**config.mk**
```make
export PLATFORM = sky130hd
export DESIGN_NAME = uart_rx
export DESIGN_NICKNAME = d
export VERILOG_FILES = /design/src/rtl/uart_rx_pkg.sv /design/src/rtl/uart_rx_sync2.sv /design/src/rtl/uart_rx.sv
export SDC_FILE = /design/constraint.sdc
export NUM_CORES = 1
export LEC_CHECK = 0
export CAP_MARGIN = 20
export CORE_MARGIN = 2
export CORE_UTILIZATION = 60
export CTS_CLUSTER_SIZE = 14
export DETAILED_ROUTE_END_ITERATION = 6
export GPL_TIMING_DRIVEN = 0
export HOLD_SLACK_MARGIN = 0.05
export PLACE_DENSITY = 0.9
export SLEW_MARGIN = 0
export SYNTH_ARGS = -nofsm -noshare
export SYNTH_HDL_FRONTEND = slang
export SYNTH_SLANG_ARGS = --single-unit
```
**constraint.sdc**
```tcl
create_clock -name clk -period 4 [get_ports clk]
set_input_delay 0.6 -clock clk [delete_from_list [all_inputs] [get_ports clk]]
set_output_delay 0.6 -clock clk [all_outputs]
set_load 0.02 [all_outputs]
```
**src/rtl/uart_rx_pkg.sv**
```systemverilog
// Shared UART definitions: 3-bit state encodings, default clock/baud, bit-period rounding.
// Used by both the receiver and the transmitter.
package uart_rx_pkg;

  localparam logic [2:0] ST_IDLE   = 3'd0;
  localparam logic [2:0] ST_START  = 3'd1;
  localparam logic [2:0] ST_DATA   = 3'd2;
  localparam logic [2:0] ST_PARITY = 3'd3;
  localparam logic [2:0] ST_STOP   = 3'd4;
  localparam logic [2:0] ST_BREAK  = 3'd5;

  localparam int DEFAULT_CLK_HZ = 25000000;
  localparam int DEFAULT_BAUD   = 115200;

  // Clock cycles per bit, rounded to the nearest integer.
  function automatic int clks_per_bit(input int clk_hz, input int baud);
    return (clk_hz + baud / 2) / baud;
  endfunction

endpackage

```
**src/rtl/uart_rx_sync2.sv**
```systemverilog
// Two-flop synchroniser for an asynchronous pin; RESET_VAL sets the idle level
// that both flops take while reset is asserted.
module uart_sync2 #(
  parameter logic RESET_VAL = 1'b1
) (
  input  logic clk,
  input  logic reset,
  input  logic d,
  output logic q
);

  logic r_meta;
  logic r_sync;

  always_ff @(posedge clk or posedge reset) begin
    if (reset) begin
      r_meta <= RESET_VAL;
      r_sync <= RESET_VAL;
    end else begin
      r_meta <= d;
      r_sync <= r_meta;
    end
  end

  assign q = r_sync;

endmodule

```
**src/rtl/uart_rx.sv**
```systemverilog
// 8N1 UART receiver, LSB first, mid-bit sampling, valid/ready holding register.
// Define UART_RX_PARITY_EN to expect an even-parity bit after bit 7.
module uart_rx
  import uart_rx_pkg::*;
#(
  parameter int CLK_HZ = DEFAULT_CLK_HZ,
  parameter int BAUD   = DEFAULT_BAUD
) (
  input  logic       clk,
  input  logic       reset,
  input  logic       rx,
  output logic [7:0] rx_data,
  output logic       rx_valid,
  input  logic       rx_ready,
  output logic       frame_err,
  output logic       overrun,
  output logic       busy
);

  localparam int CPB = clks_per_bit(CLK_HZ, BAUD);
  localparam int CW  = $clog2(CPB);
  localparam logic [CW-1:0] HALF_M1 = CW'(CPB / 2 - 1);
  localparam logic [CW-1:0] FULL_M1 = CW'(CPB - 1);

  logic          w_rx_s;
  logic          w_expire;
  logic          w_done;
  logic          w_take;
  logic [2:0]    r_state;
  logic [CW-1:0] r_cnt;
  logic [2:0]    r_idx;
  logic [7:0]    r_shift;
  logic          r_par_err;
  logic [7:0]    r_data;
  logic          r_valid;
  logic          r_frame_err;
  logic          r_overrun;

  uart_sync2 #(.RESET_VAL(1'b1)) u_sync (
    .clk   (clk),
    .reset (reset),
    .d     (rx),
    .q     (w_rx_s)
  );

  assign w_expire = (r_cnt == '0);
  assign w_done   = (r_state == ST_STOP) && w_expire && w_rx_s && !r_par_err;
  assign w_take   = r_valid && rx_ready;

  always_ff @(posedge clk or posedge reset) begin
    if (reset) begin
      r_state     <= ST_IDLE;
      r_cnt       <= '0;
      r_idx       <= 3'd0;
      r_shift     <= 8'h00;
      r_par_err   <= 1'b0;
      r_frame_err <= 1'b0;
    end else begin
      r_frame_err <= 1'b0;
      case (r_state)
        ST_IDLE: begin
          if (!w_rx_s) begin
            r_cnt   <= HALF_M1;
            r_state <= ST_START;
          end
        end
        ST_START: begin
          if (!w_expire) begin
            r_cnt <= r_cnt - 1'b1;
          end else if (w_rx_s) begin
            r_state <= ST_IDLE;
          end else begin
            r_cnt     <= FULL_M1;
            r_idx     <= 3'd0;
            r_par_err <= 1'b0;
            r_state   <= ST_DATA;
          end
        end
        ST_DATA: begin
          if (!w_expire) begin
            r_cnt <= r_cnt - 1'b1;
          end else begin
            r_shift[r_idx] <= w_rx_s;
            r_cnt          <= FULL_M1;
            if (r_idx == 3'd7) begin
`ifdef UART_RX_PARITY_EN
              r_state <= ST_PARITY;
`else
              r_state <= ST_STOP;
`endif
            end else begin
              r_idx <= r_idx + 3'd1;
            end
          end
        end
`ifdef UART_RX_PARITY_EN
        ST_PARITY: begin
          if (!w_expire) begin
            r_cnt <= r_cnt - 1'b1;
          end else begin
            // Even parity: data plus parity bit must hold an even count of ones.
            r_par_err <= (^r_shift) ^ w_rx_s;
            r_cnt     <= FULL_M1;
            r_state   <= ST_STOP;
          end
        end
`endif
        ST_STOP: begin
          if (!w_expire) begin
            r_cnt <= r_cnt - 1'b1;
          end else if (!w_rx_s) begin
            r_frame_err <= 1'b1;
            r_state     <= ST_BREAK;
          end else begin
            r_frame_err <= r_par_err;
            r_state     <= ST_IDLE;
          end
        end
        ST_BREAK: begin
          // Only a returning high line re-arms; a held-low line must not restart a frame.
          if (w_rx_s) r_state <= ST_IDLE;
        end
        default: r_state <= ST_IDLE;
      endcase
    end
  end

  always_ff @(posedge clk or posedge reset) begin
    if (reset) begin
      r_data    <= 8'h00;
      r_valid   <= 1'b0;
      r_overrun <= 1'b0;
    end else begin
      r_overrun <= 1'b0;
      if (w_done) begin
        if (!r_valid || w_take) begin
          r_data  <= r_shift;
          r_valid <= 1'b1;
        end else begin
          r_overrun <= 1'b1;
        end
      end else if (w_take) begin
        r_valid <= 1'b0;
      end
    end
  end

  assign rx_data   = r_data;
  assign rx_valid  = r_valid;
  assign frame_err = r_frame_err;
  assign overrun   = r_overrun;
  assign busy      = (r_state != ST_IDLE);

endmodule

```
==> key figures, run 1 <==
GRT
  – Pin count of the biggest net entering global routing: 24
  – Initial antenna violation count: 0
  – GRT overflow: 0
  – GR Util All Layers: 0.250
  – First-pass GRT wire length: 6.08 mm
  – Vias in the first global route: 1,335

Logic synthesis
  – Sequential-to-total area share from yosys stat: 0.509
  – Largest cells by area after synthesis: dfrtp_1, mux2_2, a21oi_1
  – Synth top area share: 0.478
  – Largest area contributor in the netlist: dfrtp_1
  – Mapped Cells: 160
  – Mapped Nets: 168
  – Register bit total from synthesis: 35
  – Synth cell types: 40
  – Async S/R FF share, synth: 1.00
  – EDFF count, synth: 0
  – Mapped cell area: 1730 sq um
  – Main synth FF type: dfrtp_1
  – Synth Warn #: 0
  – Syn_area_per_cell: 10.8 sq um

STA
  – Final worst path period share: 0.647
  – Final Critical Period: 2590 ps
  – Max Slew Vio Count: 0
  – Fmax: 0.386 GHz
  – Post-Route Skew: 6.71 ps
  – Final setup vio count: 0
  – Worst Tran Pin Value: 614 ps
  – Slew margin rel.: 0.588
  – RSZ-0062 raised after global routing: no
  – TNS Setup: 0 ps
  – Hold Fails Final Rpt: 0

Die
  – Core Region: 2730 sq um
  – Starting Density: 0.632
  – Full die area: 3320 sq um
  – FP Rows: 19
  – Boundary pin count: 16
  – Die H: 57.6 um
  – Die X: 57.6 um

Drt
  – DRC Markers: 0
  – Drt first pass iters: 4
  – Routed WL per cell: 16.1 um
  – Antenna Nets Post-Route: 0
  – Via Count: 1,344
  – DRT iter0 DRCs: 61
  – WL final: 3.46 mm
  – Vias per cell: 6.25

Run status
  – Status: complete, no violations

Cells and area
  – Reg area: 878 sq um
  – Commonest non-fill, non-tap cell in the layout: dfrtp_1
  – Antenna diode count: 0
  – Final Util: 0.737
  – Fraction of layout cells with a size suffix above 1: 0.196
  – Area used by multi-input combinational logic: 812 sq um
  – Area grow syn2layout: 16.7%
  – # fillers: 185
  – Layout Nets: 191
  – Most frequent cells in the layout: dfrtp_1, mux2_2, clkdlybuf4s50_1

Critical path
  – Reg2Reg Setup Slack: 1650 ps
  – CP Max Fanout: 10
  – R2r endpoint: r_shift[4]
  – Family with the most delay on the worst path: buffers and inverters
  – Crit path launch type: flip-flop
  – RR Startpoint: r_cnt[0]
  – CP arrival: 1990 ps
  – Setup CP Type: flip-flop to output pin
  – Crit-path max cell delay: 550 ps
  – CP max-delay cell: clkdlybuf4s50_1
  – CP Cell Sequence: clkbuf_1 -> or3_1 -> clkdlybuf4s50_1
  – CP Buf/Inv Count: 2
  – R2R depth: 7
  – Crit. End Element: output pin
  – CP required: 3400 ps

Placement
  – I/O Buffers: 15
  – Final HPWL DP: 2.55 mm
  – GP Congestion: 0.882

CTS
  – CTS sink cnt: 35
  – CTS tree: done
  – H-tree levels: 2
  – Cts hold-fix bufs: 0
  – CTS buffer count: 5
  – Worst-Skew Late Latency: 350 ps
  – Post-CTS Resized: 0
  – Reg clk slew, reported paths: 110 ps
  – Post-CTS Setup Bufs: 0
  – Clock root buffer: clkbuf_4
  – Clock tree buffer depth: 2

Worst hold path
  – Worst hold endpoint: u_sync.q
  – Worst hold path depth: 0
  – Hold Path Origin: u_sync.r_meta
  – Hold Crit Class: flip-flop to flip-flop

Power and ir drop
  – Leakage: 0.912 nW
  – Power per cell area: 295 nW/um^2
  – Worst VDD drop: 289 uV

Job
  – MaxCap Viol Count: 0
[flip-flops by register name, indices dropped and copies added, names as in the netlist]
name	flops
u_sync.q	1
r_shift	8
r_state	3
rx_data	8
r_cnt	8
frame_err	1
u_sync.r_meta	1
overrun	1
rx_valid	1
r_idx	3
[worst max path at each step]
stage	from	endpoint	slack, ps	depth (start not counted)
after CTS	r_state[2]	busy	1410	3
after global routing	r_state[2]	busy	1310	3
final	r_state[2]	busy	1410	3
after global placement	r_cnt[0]	r_cnt[3]	1840	7
after floorplan	r_cnt[0]	r_cnt[3]	1980	7
after detailed placement	r_cnt[0]	r_cnt[3]	1720	7
[cells by family after synthesis]
group,synth area share
buffers and inverters,0.0210
flip-flops,0.509
AO/OA/AOI/OAI,0.135
adder cells (fa/ha/maj),0.0290
AND/OR/NAND/NOR,0.202
multiplexers,0.104
[metal layers]
metal,track usage,share of wire
met4,0.136,0.016
met5,0,0
met3,0.0982,0.069
met2,0.369,0.49
met1,0.319,0.43
[per-stage QoR]
step           setup slack [ps]  cells  power, mW  hold WS, ps  area [sq um]
4_1_cts                    1410    215      0.602          371          2020
3_3_place_gp               1840    206      0.377          346          1920
5_1_grt                    1310    215      0.620          374          2020
6_report                   1410    215      0.595          368          2020
2_1_floorplan              1980    160      0.371          345          1730
3_5_place_dp               1720    207      0.381          355          1940
[report_power, final]
group | internal, mW | switching, mW | leakage, nW
registers | 0.355 | 0.000340 | 0.451
logic | 0.00661 | 0.0108 | 0.423
clock network | 0.103 | 0.119 | 0.0375
[worst reg2reg max path: stages, from the launching register on]
cell and delay, ps:
dfrtp_1 420, inv_1 120, ha_1 190, nor4b_4 400, nand2_1 160, nor3_1 520, nand2_1 130, mux2_2 300
[synthesized netlist by cell type (3+ instances only)]
cell / number
dfrtp_1: 33
mux2_2: 16
nand2_1: 13
nor2_1: 12
a21oi_1: 11
o21ai_0: 8
nor3_1: 7
nand3_1: 5
a22o_1: 4
ha_1: 4
inv_1: 4
nand2b_1: 4
a21o_1: 3
clkbuf_1: 3
[area by class of cell]
class                      count  share of cell area
buffer                         5              0.0106
clock buffer                   7              0.0323
clock inverter                 1             0.00372
inverter                       4             0.00745
multi-input combinational    116               0.403
sequential                    35               0.436
tap                           31              0.0192
timing repair buffer          16              0.0881
Note: power is estimated with default switching activity, not from simulation.
==> run 2, diff against run 1 <==
--- a/config.mk
+++ b/config.mk
@@ -7,12 +7,12 @@
 export LEC_CHECK = 0
 export CAP_MARGIN = 20
 export CORE_MARGIN = 2
-export CORE_UTILIZATION = 60
+export CORE_UTILIZATION = 51
 export CTS_CLUSTER_SIZE = 14
 export DETAILED_ROUTE_END_ITERATION = 6
 export GPL_TIMING_DRIVEN = 0
 export HOLD_SLACK_MARGIN = 0.05
-export PLACE_DENSITY = 0.9
+export PLACE_DENSITY = 0.82
 export SLEW_MARGIN = 0
 export SYNTH_ARGS = -nofsm -noshare
 export SYNTH_HDL_FRONTEND = slang
==> constraint.sdc (replaced) <==
create_clock -name clk -period 2.1 [get_ports clk]
set_input_delay 0.315 -clock clk [delete_from_list [all_inputs] [get_ports clk]]
set_output_delay 0.315 -clock clk [all_outputs]
set_load 0.02 [all_outputs]
==> run 2 against run 1 <==
Core utilization decreased by 8.7 points. Largest power group unchanged. Non-clock buffer count increased by 6. Highest routed layer unchanged. Register-to-register slack got worse by 1600 ps.
==> key figures, run 2 (synthesis gave the netlist of run 1 again) <==
Cells and area
  – Fraction of layout cells with a size suffix above 1: 0.279 (was 0.196)
  – Non-Filler Instances: 236 (was 215)
  – Area grow syn2layout: 23.8% (was 16.7%)
  – Most frequent cells in the layout: dfrtp_1, mux2_2, clkdlybuf4s50_1 (unchanged)
  – Commonest non-fill, non-tap cell in the layout: dfrtp_1 (unchanged)
  – Antenna diode count: 0 (unchanged)
  – Layout Nets: 197 (was 191)

Placement
  – Final HPWL DP: 2.56 mm (was 2.55 mm)
  – DP Worst Slack: -132 ps (was 1720 ps)
  – GP Congestion: 0.877 (was 0.882)
  – Cells after DPL: 222 (was 207)
  – I/O Buffers: 15 (unchanged)

Die
  – FP Rows: 21 (was 19)
  – Core Region: 3280 sq um (was 2730 sq um)
  – Boundary pin count: 16 (unchanged)
  – Full die area: 3870 sq um (was 3320 sq um)
  – Die H: 62.2 um (was 57.6 um)
  – Starting Density: 0.526 (was 0.632)
  – Die X: 62.2 um (was 57.6 um)

STA
  – Max Slew Vio Count: 0 (unchanged)
  – Final setup vio count: 0 (unchanged)
  – Post-Route Skew: 10.7 ps (was 6.71 ps)
  – Final worst slack: 23.9 ps (was 1410 ps)
  – Final worst path period share: 0.989
  – Hold Fails Final Rpt: 0 (unchanged)
  – Fmax: 0.482 GHz
  – RSZ-0062 raised after global routing: yes (was no)
  – Final Critical Period: 2080 ps
  – Slew margin rel.: 0.495 (was 0.588)
  – Worst Tran Pin Value: 757 ps (was 614 ps)

Power and ir drop
  – Worst VDD drop: 410 uV (was 289 uV)
  – Reg power frac: 0.615 (was 0.598)
  – Power per cell area: 516 nW/um^2 (was 295 nW/um^2)
  – Cell-internal power: 824 uW (was 465 uW)
  – Leakage: 0.946 nW (was 0.912 nW)
  – Clock power share: 0.354 (was 0.373)
  – Sw Pwr: 278 uW (was 130 uW)
  – Sw Ratio: 0.253 (was 0.219)
  – Logic pwr share: 0.031 (was 0.029)

Job
  – MaxCap Viol Count: 0 (unchanged)

Drt
  – DRT iter0 DRCs: 148 (was 61)
  – Antenna Nets Post-Route: 0 (unchanged)
  – DRC Markers: 0 (unchanged)
  – Vias per cell: 5.67 (was 6.25)
  – Via Count: 1,338 (was 1,344)
  – Drt first pass iters: 4 (unchanged)
  – Routed WL per cell: 15.2 um (was 16.1 um)
  – WL final: 3.60 mm (was 3.46 mm)

GRT
  – Most crowded layer after global routing: met2 (unchanged)
  – Vias in the first global route: 1,383 (was 1,335)
  – Initial antenna violation count: 0 (unchanged)
  – Global-route met1 utilization: 0.219 (was 0.319)
  – GR Util met3: 0.0562 (was 0.0982)
  – Pin count of the biggest net entering global routing: 19 (was 24)
  – First-pass GRT wire length: 6.04 mm (was 6.08 mm)
  – Met2 global-route usage: 0.361 (was 0.369)
  – GRT overflow: 0 (unchanged)
  – GR Util All Layers: 0.198 (was 0.250)

Critical path
  – Crit path launch type: flip-flop (unchanged)
  – Crit. End Element: flip-flop (was output pin)
  – RR Startpoint: r_cnt[0] (unchanged)
  – Setup crit start: r_cnt[0] (was r_state[2])
  – CP required: 2350 ps (was 3400 ps)
  – CP Max Fanout: 5 (was 10)
  – Setup CP Type: flip-flop to flip-flop (was flip-flop to output pin)
  – R2R depth: 8 (was 7)
  – CP arrival: 2320 ps (was 1990 ps)

Worst hold path
  – Hold Path Origin: rx (was u_sync.r_meta)
  – Hold Crit Class: input port to flip-flop (was flip-flop to flip-flop)
  – Worst hold path depth: 1 (was 0)

CTS
  – H-tree levels: 2 (unchanged)
  – CTS tree: done (unchanged)
  – Worst-Skew Late Latency: 350 ps (about the same)
  – Reg clk slew, reported paths: 120 ps (was 110 ps)
  – Clock root buffer: clkbuf_4 (unchanged)
  – Clock tree buffer depth: 2 (unchanged)
  – CTS buffer count: 5 (unchanged)
  – CTS sink cnt: 35 (unchanged)

Run status
  – Status: complete, no violations (unchanged)
run 2: through the flow:
step | instance area [sq um] | util | hold slack, ps | TNS, ps | power, mW
2_1_floorplan | 1730 | - | 319 | 0 | 0.707
3_3_place_gp | 1930 | 0.589 | 346 | -887 | 0.717
3_5_place_dp | 1960 | 0.597 | 355 | -1400 | 0.725
4_1_cts | 2080 | 0.632 | 335 | -238 | 1.11
5_1_grt | 2140 | 0.651 | 336 | -128 | 1.14
6_report | 2140 | 0.651 | 349 | 0 | 1.10
run 2: final timing paths:
| check | endpoint | slack (ps) |
|---|---|---|
| setup / recovery | r_cnt[3] | 20 |
| hold / removal | u_sync.r_meta | 350 |
| setup reg to reg | r_cnt[3] | 20 |
| hold reg to reg | u_sync.q | 370 |
| max in group asynchronous | r_shift[1] | 1170 |
| min in group asynchronous | rx_data[7] | 380 |
run 2: cell type report:
cell class	count	area (sq um)
plain buffers	4	21.3
clock buffers	5	37.5
clock inverters	3	23.8
fillers	267	1150
inverters	4	15.0
multi-input cells	116	875
flip-flops and latches	35	878
well taps	46	57.6
repair buffers	23	229
run 2: worst max-delay path, cell delays in order (launching register included):
cell and delay, ps:
dfrtp_1 430, inv_2 80, ha_1 160, nor4b_4 220, buf_4 200, a21oi_4 70, or4_4 530, o21a_1 120
o22a_1 170
run 2: per-layer routing:
metal  up-vias  wire [um]
met5         -          0
li1        642          -
met3         5        140
met2        29       1970
met1       662       1460
met4         0         30
run 2: what timing repair did:
item                                    CTS  global route
hold buffers                              0             0
resized for setup                         8            12
buffers inserted                          2             5
endpoints found under the setup margin   21            27
pin swaps                                 2             4
run 2: power by group through the flow:
stage	combinational, mW	clock, mW	sequential, mW
floorplan	0.0166	0	0.690
global placement	0.0270	0	0.690
detailed placement	0.0345	0	0.691
CTS	0.0353	0.400	0.678
global route	0.0388	0.424	0.678
finish	0.0343	0.390	0.678
